### src/rtl/fetch_sequencer.sv
// Instruction-fetch sequencer: owns the PC, issues single-outstanding imem reads,
// buffers one instruction under stall, squashes stale reads after redirects and stops on HALT.
module fetch_sequencer #(
    parameter logic [15:0] RESET_PC    = 16'h0000,
    parameter logic [3:0]  HALT_OPCODE = 4'hF
) (
    input  logic        clk,
    input  logic        rst_n,
    output logic        imem_req,
    output logic [15:0] imem_addr,
    input  logic        imem_ack,
    input  logic [15:0] imem_rdata,
    input  logic        stall,
    input  logic        redirect,
    input  logic [15:0] redirect_pc,
    output logic        if_valid,
    output logic [15:0] if_instr,
    output logic [15:0] if_pc,
    output logic [15:0] if_pc_plus2,
    output logic        halted
);

    typedef enum logic [1:0] {
        S_IDLE,
        S_FETCH,
        S_SQUASH,
        S_HALT
    } state_t;

    state_t      r_state;
    state_t      w_state_nxt;

    logic [15:0] r_pc;
    logic        r_pend_valid;
    logic [15:0] r_pend_instr;
    logic [15:0] r_pend_pc;

    logic        r_if_valid;
    logic [15:0] r_if_instr;
    logic [15:0] r_if_pc;
    logic [15:0] r_if_pc_plus2;

    logic        w_req;
    logic        w_halted;
    logic        w_ack;
    logic        w_accept;
    logic        w_is_halt;
    logic        w_hold;

    // An ack only counts while a request is being presented.
    assign w_ack     = imem_ack & w_req;
    assign w_accept  = w_ack & (r_state == S_FETCH) & ~redirect;
    assign w_is_halt = (imem_rdata[15:12] == HALT_OPCODE);
    assign w_hold    = stall & r_if_valid;

    // NOTE: sequential state uses non-blocking assignments so every register
    // samples pre-edge values regardless of block ordering.
    always_ff @(posedge clk or negedge rst_n) begin
        if (!rst_n) begin
            r_state <= S_IDLE;
        end else begin
            r_state <= w_state_nxt;
        end
    end

    // NOTE: every combinational output gets a default first, so no path can infer a latch.
    always_comb begin
        w_state_nxt = r_state;
        if (redirect) begin
            w_state_nxt = (w_req && !imem_ack) ? S_SQUASH : S_FETCH;
        end else begin
            case (r_state)
                S_IDLE:   w_state_nxt = S_FETCH;
                S_FETCH:  if (w_ack && w_is_halt) w_state_nxt = S_HALT;
                S_SQUASH: if (w_ack) w_state_nxt = S_FETCH;
                S_HALT:   w_state_nxt = S_HALT;
                default:  w_state_nxt = S_IDLE;
            endcase
        end
    end

    always_comb begin
        w_req    = 1'b0;
        w_halted = 1'b0;
        case (r_state)
            S_FETCH, S_SQUASH: w_req = ~r_pend_valid;
            S_HALT:            w_halted = 1'b1;
            default:           w_req = 1'b0;
        endcase
    end

    // A squashed or same-cycle-redirect ack never advances the PC.
    always_ff @(posedge clk or negedge rst_n) begin
        if (!rst_n) begin
            r_pc <= RESET_PC;
        end else if (redirect) begin
            r_pc <= redirect_pc;
        end else if (w_accept) begin
            r_pc <= r_pc + 16'd2;
        end
    end

    always_ff @(posedge clk or negedge rst_n) begin
        if (!rst_n) begin
            r_pend_valid <= 1'b0;
        end else if (redirect) begin
            r_pend_valid <= 1'b0;
        end else if (w_hold) begin
            if (w_accept) r_pend_valid <= 1'b1;
        end else begin
            r_pend_valid <= 1'b0;
        end
    end

    // NOTE: buffer payload carries no reset; it is only ever read behind r_pend_valid.
    always_ff @(posedge clk) begin
        if (w_hold && w_accept) begin
            r_pend_instr <= imem_rdata;
            r_pend_pc    <= r_pc;
        end
    end

    always_ff @(posedge clk or negedge rst_n) begin
        if (!rst_n) begin
            r_if_valid    <= 1'b0;
            r_if_instr    <= 16'h0000;
            r_if_pc       <= 16'h0000;
            r_if_pc_plus2 <= 16'h0000;
        end else if (redirect) begin
            r_if_valid <= 1'b0;
        end else if (!w_hold) begin
            if (r_pend_valid) begin
                r_if_valid    <= 1'b1;
                r_if_instr    <= r_pend_instr;
                r_if_pc       <= r_pend_pc;
                r_if_pc_plus2 <= r_pend_pc + 16'd2;
            end else if (w_accept) begin
                r_if_valid    <= 1'b1;
                r_if_instr    <= imem_rdata;
                r_if_pc       <= r_pc;
                r_if_pc_plus2 <= r_pc + 16'd2;
            end else begin
                r_if_valid <= 1'b0;
            end
        end
    end

    assign imem_req    = w_req;
    assign imem_addr   = r_pc;
    assign halted      = w_halted;
    assign if_valid    = r_if_valid;
    assign if_instr    = r_if_instr;
    assign if_pc       = r_if_pc;
    assign if_pc_plus2 = r_if_pc_plus2;

endmodule
### config.mk
export PLATFORM = sky130hd
export DESIGN_NAME = fetch_sequencer
export DESIGN_NICKNAME = d
export VERILOG_FILES = /design/src/rtl/fetch_sequencer.sv
export SDC_FILE = /design/constraint.sdc
export NUM_CORES = 1
export LEC_CHECK = 0
export BUFFER_PORTS_ARGS = -buffer_cell sky130_fd_sc_hd__buf_2
export CORE_MARGIN = 2
export CORE_UTILIZATION = 55
export CTS_CLUSTER_DIAMETER = 100
export DETAILED_ROUTE_END_ITERATION = 10
export PLACE_DENSITY_LB_ADDON = 0.08
export SYNTH_ARGS = -nofsm -noshare
export SYNTH_HDL_FRONTEND = slang
export SYNTH_SLANG_ARGS = --single-unit
### constraint.sdc
create_clock -name clk -period 7 [get_ports clk]
set_input_delay 0 -clock clk [delete_from_list [all_inputs] [get_ports clk]]
set_output_delay 0 -clock clk [all_outputs]
set_load 0.05 [all_outputs]
==> results.sh, run 1 <==
export IMPL_status="finished, final reports clean"
export IMPL_multiInputGateArea_sq_um=1860
export IMPL_num_vias=3406
export IMPL_min_path_type="in -> reg"
export IMPL_endpoint_kind="flip-flop"
export IMPL_grt_usage_pct=22.7
export IMPL_synthArstFlopShare_pct=67.7
export IMPL_fin_util_pct=69.6
export IMPL_finalPower_w=0.00211
export IMPL_regArea_sq_um=2640
export IMPL_min_period_over_period_pct=37.5
export IMPL_ir_worst_vdd_uv=227
export IMPL_core_area_sq_um=8180
export IMPL_startpoint_type="flip-flop"
export IMPL_rsz0062_at_grt="false"
export IMPL_setup_violations_final=0
export IMPL_clk_latency_ns=0.37
export IMPL_critPathMaxFanout=89
export IMPL_seq_power_share_pct=39.5
export IMPL_cts_setup_buffers=0
export IMPL_initial_core_util_pct=56.6
export IMPL_num_fill_cells=656
export IMPL_synth_top_area_cell="dfrtp_1"
export IMPL_synth_area_per_cell_sq_um=10.8
export IMPL_critPathArrivalTime_ns=2.84
export IMPL_yosysSeqAreaShare_pct=57.0
export IMPL_ctsHtreeMaxLevel=3
export IMPL_drc=0
export IMPL_switching_share_pct=48.2
export IMPL_synth_edf_count=32
export IMPL_clockBufferDepth=2
export IMPL_wirelength_um=9710
export IMPL_ant_nets=0
export IMPL_syn2layout_area_growth_pct=23.0
export IMPL_cts_buffers=9
export IMPL_ctsResizeCount=0
export IMPL_yosysMostFrequentCell="nand2_1"
export IMPL_synth_ff_type="dfrtp_1"
export IMPL_ys_ff_latch=99
export IMPL_n_antenna_cell=0
export IMPL_pwr_share_comb_pct=45.4
export IMPL_yosysWarnings=0
export IMPL_dieWidth_um=95.7
export IMPL_pwr_share_clk_pct=15.2
export IMPL_grt_pass1_wl_um=15700
export IMPL_cts_sinks=99
export IMPL_die_height_um=95.7
export IMPL_syn_inst=429
export IMPL_max_slew_margin_pct=43.8
export IMPL_routed_via_density=5.15
export IMPL_cts_tree="built"
export IMPL_antenna_found_initial=0
export IMPL_synthTopCellsByCount="nand2_1, dfrtp_1, o21ai_0"
export IMPL_clkTransAtPathRegs_ns=0.09
export IMPL_grt_overflow_total=0
export IMPL_cap_viol_max_count=0
export IMPL_rows=33
export IMPL_synth_cell_type_count=30
export IMPL_tns_ns=0
export IMPL_nNetsFinal=593
export IMPL_reg2reg_slack_ns=4.37
export IMPL_synth_top_cell_area_share_pct=36.2
export IMPL_dpl_cell_area_sq_um=5190
export IMPL_synth_area_leaders="dfrtp_1, edfxtp_1, mux2i_1"
export IMPL_crit_type="reg -> reg"
export IMPL_post_route_min_period_ns=2.63
export IMPL_p_switching_w=0.00101
export IMPL_drtIter0Drc=182
export IMPL_grt_pass1_vias=3216
export IMPL_die_area_sq_um=9160
export IMPL_worstMarginPinSlew_ns=0.843
export IMPL_dp_hpwl_um=6630
export IMPL_wl_per_cell_um=14.7
export IMPL_cts_root_buf="clkbuf_8"
export IMPL_syn_num_nets=471
export IMPL_design_area_sq_um=5690
export IMPL_fin_skew_ns=0.0113
export IMPL_crit_required_ns=7.21
export IMPL_placement_io_buffers=103
export IMPL_drive_gt1_share_pct=22.8
export IMPL_p_int_w=0.00109
export IMPL_grt_max_degree=90
export IMPL_report_final_slew_viol_count=0
export IMPL_ioPinCount=104
export IMPL_hold_viol=0
export IMPL_fmax_mhz=381
export IMPL_drtPass1Iterations=4
export IMPL_syn_cell_area_sq_um=4630
export IMPL_hold_slack_ns=0.0786
export IMPL_p_per_area_nw_per_um2=370
export IMPL_p_leak_nw=2.42
export IMPL_place_gp_congestion=0.876
[critical path, cell delays in order (launching register included)]
cell	delay, ns
dfrtp_1	0.40
inv_1	0.07
ha_1	0.32
and4bb_1	0.54
nor2_1	0.15
a211o_2	0.36
buf_4	0.34
nand2_1	0.16
o21ai_0	0.09
[flip-flops by register name (all words and copies together) (netlist names)]
signal	cells
if_instr	16
r_pend_pc	16
r_pend_valid	1
if_pc	16
if_valid	1
imem_addr	16
r_state	2
r_pend_instr	16
if_pc_plus2	15
[area by class of cell]
class,instances,area share [%]
clock buffer,12,2.37
sequential,99,46.4
tap,105,2.31
multi-input combinational,296,32.6
timing repair buffer,141,15.6
inverter,4,0.264
clock inverter,4,0.505
[power groups by stage]
stage          clock network [W]  logic, W  registers, W
4_1_cts                 0.000325  0.000963      0.000832
3_3_place_gp                   0  0.000930      0.000841
5_1_grt                 0.000348   0.00103      0.000853
3_5_place_dp                   0  0.000946      0.000845
2_1_floorplan                  0  0.000277       0.00129
6_report                0.000319  0.000955      0.000831
[kinds of logic after synthesis]
| kind of cell | Yosys count | synth area share, % |
|---|---|---|
| AO/OA/AOI/OAI | 70 | 7.81 |
| XOR/XNOR | 40 | 7.57 |
| adder cells (fa/ha/maj) | 5 | 1.35 |
| buffers and inverters | 34 | 3.00 |
| flip-flops | 99 | 57.0 |
| multiplexers | 47 | 10.2 |
| AND/OR/NAND/NOR | 134 | 13.0 |
[repair_timing]
| action | 4_1_cts | 5_1_grt |
|---|---|---|
| hold buffers | 34 | 0 |
| endpoints found under the setup margin | 0 | 0 |
| hold endpoints to repair | 117 | 0 |
[per-stage QoR]
stage | setup WS, ns | cells
2_1_floorplan | 3.27 | 429
3_3_place_gp | 4.55 | 611
3_5_place_dp | 4.45 | 611
4_1_cts | 4.41 | 661
5_1_grt | 4.17 | 661
6_report | 4.37 | 661
[worst paths after layout]
path	start	cells after the start	endpoint
worst max-delay path	r_state[0]	8	if_pc_plus2[8]
worst min register to register	if_pc[11]	2	if_pc[11]
worst min-delay path	imem_ack	3	r_state[0]
min in group asynchronous	rst_n	3	if_instr[9]
worst max register to register	r_state[0]	8	if_pc_plus2[8]
max in group asynchronous	rst_n	3	r_pend_valid
[routing by layer]
layer,part of all wire [%],routed length [um],GRT usage [%]
met1,51,4950,34.5
met2,42,4110,32.2
met3,5.1,498,5.64
met4,1.6,157,7.26
met5,0,0,0
[cell usage in the layout (no fill, tap or decap), drive strengths merged]
| master | n |
|---|---|
| buf | 107 |
| nand2 | 82 |
| dfrtp | 67 |
| o21ai | 63 |
| mux2i | 44 |
| dlygate4sd3 | 34 |
| edfxtp | 32 |
| xor2 | 27 |
| xnor2 | 13 |
| clkbuf | 12 |
| nor2 | 11 |
| nand4 | 11 |
| nor3 | 10 |
| nand3 | 7 |
| nor4 | 7 |
| ha | 5 |
| inv | 4 |
| mux2 | 3 |
| a21oi | 3 |
| and3 | 2 |
| clkinvlp | 2 |
| clkinv | 2 |
| nand4bb | 1 |
| and4bb | 1 |
| a211o | 1 |
| a211oi | 1 |
| o21a | 1 |
| nor2b | 1 |
| nand3b | 1 |
| a21boi | 1 |
Power figures use the tool's default switching activity.
==> run 2: changes to the inputs <==
--- a/config.mk
+++ b/config.mk
@@ -5,6 +5,7 @@
 export SDC_FILE = /design/constraint.sdc
 export NUM_CORES = 1
 export LEC_CHECK = 0
+export ABC_AREA = 1
 export BUFFER_PORTS_ARGS = -buffer_cell sky130_fd_sc_hd__buf_2
 export CORE_MARGIN = 2
 export CORE_UTILIZATION = 55
==> constraint.sdc (replaced) <==
create_clock -name clk -period 2.5 [get_ports clk]
set_input_delay 0 -clock clk [delete_from_list [all_inputs] [get_ports clk]]
set_output_delay 0 -clock clk [all_outputs]
set_load 0.05 [all_outputs]
==> results.sh, run 2 <==
export IMPL_min_path_type="in -> reg"
export IMPL_wirelength_um=12000
export IMPL_synth_top_cell_area_share_pct=34.5
export IMPL_ir_worst_vdd_uv=633
export IMPL_num_fill_cells=739
export IMPL_synth_top_area_cell="dfrtp_1"
export IMPL_rows=34
export IMPL_grt_usage_pct=26.3
export IMPL_core_area_sq_um=8640
export IMPL_p_leak_nw=3.04
export IMPL_syn_inst=600
export IMPL_ant_nets=0
export IMPL_ioPinCount=104
export IMPL_clkTransAtPathRegs_ns=0.09
export IMPL_synthTopCellsByCount="nand2_1, dfrtp_1, inv_1"
export IMPL_grt_max_degree=61
export IMPL_grt_overflow_total=0
export IMPL_place_gp_congestion=0.943
export IMPL_switching_share_pct=50.7
export IMPL_die_area_sq_um=9590
export IMPL_synth_compound_area_share_pct=5.05
export IMPL_drive_gt1_share_pct=18.9
export IMPL_synth_cell_type_count=31
export IMPL_synth_top_family_by_area="simple AND/OR/NAND/NOR gates"
export IMPL_startpoint_type="flip-flop"
export IMPL_critPathArrivalTime_ns=2.23
export IMPL_synth_area_mux_share_pct=0
export IMPL_synth_area_per_cell_sq_um=8.09
export IMPL_p_int_w=0.00338
export IMPL_routed_via_density=5.14
export IMPL_seq_power_share_pct=36.0
export IMPL_p_switching_w=0.00348
export IMPL_dp_hpwl_um=8210
export IMPL_antenna_found_initial=0
export IMPL_crit_type="reg -> reg"
export IMPL_yosysMostFrequentCell="nand2_1"
export IMPL_final_common_cell="nand2_1"
export IMPL_rsz0062_at_grt="false"
export IMPL_report_final_slew_viol_count=0
export IMPL_crit_required_ns=2.76
export IMPL_syn_cell_area_sq_um=4850
export IMPL_synth_edf_count=32
export IMPL_n_antenna_cell=0
export IMPL_hold_viol=0
export IMPL_clk_latency_ns=0.36
export IMPL_worstMarginPinSlew_ns=0.823
export IMPL_fin_cells=845
export IMPL_synth_ff_type="dfrtp_1"
export IMPL_pwr_share_comb_pct=48.9
export IMPL_fin_skew_ns=0.00662
export IMPL_num_vias=4342
export IMPL_setup_violations_final=0
export IMPL_critPathMaxFanout=50
export IMPL_dp_cells=795
export IMPL_cap_viol_max_count=0
export IMPL_pwr_share_clk_pct=15.1
export IMPL_synthArstFlopShare_pct=67.7
export IMPL_placement_io_buffers=103
export IMPL_drtPass1Iterations=5
export IMPL_synth_area_leaders="dfrtp_1, nand2_1, edfxtp_1"
export IMPL_grt_pass1_wl_um=20200
export IMPL_grt_pass1_vias=4192
export IMPL_multiInputGateArea_sq_um=1960
export IMPL_cts_tree="built"
export IMPL_nNetsFinal=774
export IMPL_ctsResizeCount=0
export IMPL_min_period_over_period_pct=79.0
export IMPL_clockBufferDepth=2
export IMPL_ys_ff_latch=99
export IMPL_tns_ns=0
export IMPL_post_route_min_period_ns=1.97
export IMPL_cts_setup_buffers=0
export IMPL_yosysSeqAreaShare_pct=54.3
export IMPL_regArea_sq_um=2640
export IMPL_syn_num_nets=642
export IMPL_dieWidth_um=98.0
export IMPL_synthAdderAreaFrac_pct=1.29
export IMPL_initial_core_util_pct=56.2
export IMPL_die_height_um=98.0
export IMPL_cts_sinks=99
export IMPL_synth_xor_area_share_pct=1.80
export IMPL_drc=0
export IMPL_wl_per_cell_um=14.2
export IMPL_fmax_mhz=506
export IMPL_endpoint_kind="flip-flop"
export IMPL_yosys_area_share_simple_pct=32.0
export IMPL_status="finished, final reports clean"
export IMPL_ctsHtreeMaxLevel=3
export IMPL_p_per_area_nw_per_um2=1140
export IMPL_drtIter0Drc=328
export IMPL_cts_root_buf="clkbuf_8"
export IMPL_final_cell_mix="nand2_1, buf_2, dfrtp_1"
export IMPL_max_slew_margin_pct=45.1
export IMPL_cts_buffers=9
export IMPL_syn2layout_area_growth_pct=23.6
export IMPL_yosysWarnings=0
-- run 2: cell types whose count changed after synthesis, sizes merged, moves of 19 or more --
| cell | previous run | this run |
|---|---|---|
| o21ai | 63 | 23 |
| nand3 | 7 | 35 |
| mux2i | 44 | 0 |
| nand2 | 82 | 307 |
| inv | 4 | 37 |
| xor2 | 27 | 8 |
-- run 2: what timing repair did --
| item | 4_1_cts | 5_1_grt |
|---|---|---|
| hold buffers | 34 | 0 |
| endpoints found under the setup margin | 0 | 0 |
| endpoints found under the hold margin | 80 | 0 |
-- run 2: layout make-up --
type	count	share of cell area [%]
sequential	99	44.0
multi-input combinational	440	32.6
timing repair buffer	143	15.2
inverter	39	2.50
clock buffer	10	2.29
tap	108	2.25
clock inverter	6	1.08
-- run 2: worst paths after layout --
| path | start | endpoint | slack (ns) | cells past startpoint |
|---|---|---|---|---|
| worst max-delay path | r_state[0] | if_pc_plus2[7] | 0.53 | 12 |
| worst min-delay path | imem_ack | r_state[0] | 0.002 | 5 |
| worst min register to register | imem_addr[0] | r_pend_pc[0] | 0.48 | 0 |
| worst max register to register | r_state[0] | if_pc_plus2[7] | 0.53 | 12 |
| min in group asynchronous | rst_n | if_pc[5] | 0.26 | 2 |
| max in group asynchronous | rst_n | if_pc_plus2[11] | 1.57 | 3 |
-- run 2: kinds of logic (layout without fill, tap and decap cells) --
group / Yosys count / in the layout
adders and majority gates: 5 / 5
AOI/OAI and AO/OA: 40 / 40
buffers and inverters: 61 / 198
DFF: 99 / 99
and+or+nand+nor: 385 / 385
xor gates and xnor gates: 10 / 10
-- run 2: per-layer routing --
| layer | vias up | routed length, um | global-route usage (%) |
|---|---|---|---|
| met2 | 183 | 5400 | 41.5 |
| met4 | 0 | 198 | 7.59 |
| met3 | 15 | 787 | 4.94 |
| li1 | 2174 | - | - |
| met1 | 1970 | 5590 | 37.8 |
| met5 | - | 0 | 0 |
-- run 2: critical path, stage by stage, from the launching register on --
cell and delay, ns:
dfrtp_1 0.38, inv_1 0.06, ha_1 0.27, inv_1 0.04
nand2_2 0.10, nor2_4 0.05, nand2_2 0.11, nand2_2 0.09
nand3_4 0.09, buf_4 0.44, nand2_1 0.12, inv_2 0.07
a21oi_2 0.03
-- run 2: power groups by stage --
| stage | registers (W) | clock network (W) | logic (W) |
|---|---|---|---|
| after floorplan | 0.00396 | 0 | 0.00104 |
| after global placement | 0.00248 | 0 | 0.00327 |
| after detailed placement | 0.00250 | 0 | 0.00331 |
| after CTS | 0.00247 | 0.00106 | 0.00337 |
| after global routing | 0.00253 | 0.00112 | 0.00360 |
| final | 0.00247 | 0.00104 | 0.00336 |
-- run 2: stage by stage --
step / instance area, sq um / util (%) / setup WS, ns / hold WS (ns) / total power [W]
global route: 6000 / 69.5 / 0.352 / 0.0606 / 0.00724
floorplan: 4860 / - / 0.253 / -0.296 / 0.00499
detailed placement: 5460 / 63.2 / 0.535 / 0.135 / 0.00581
global placement: 5460 / 63.2 / 0.561 / 0.130 / 0.00576
CTS: 6000 / 69.5 / 0.499 / 0.00185 / 0.00690
finish: 6000 / 69.5 / 0.525 / 0.00155 / 0.00687
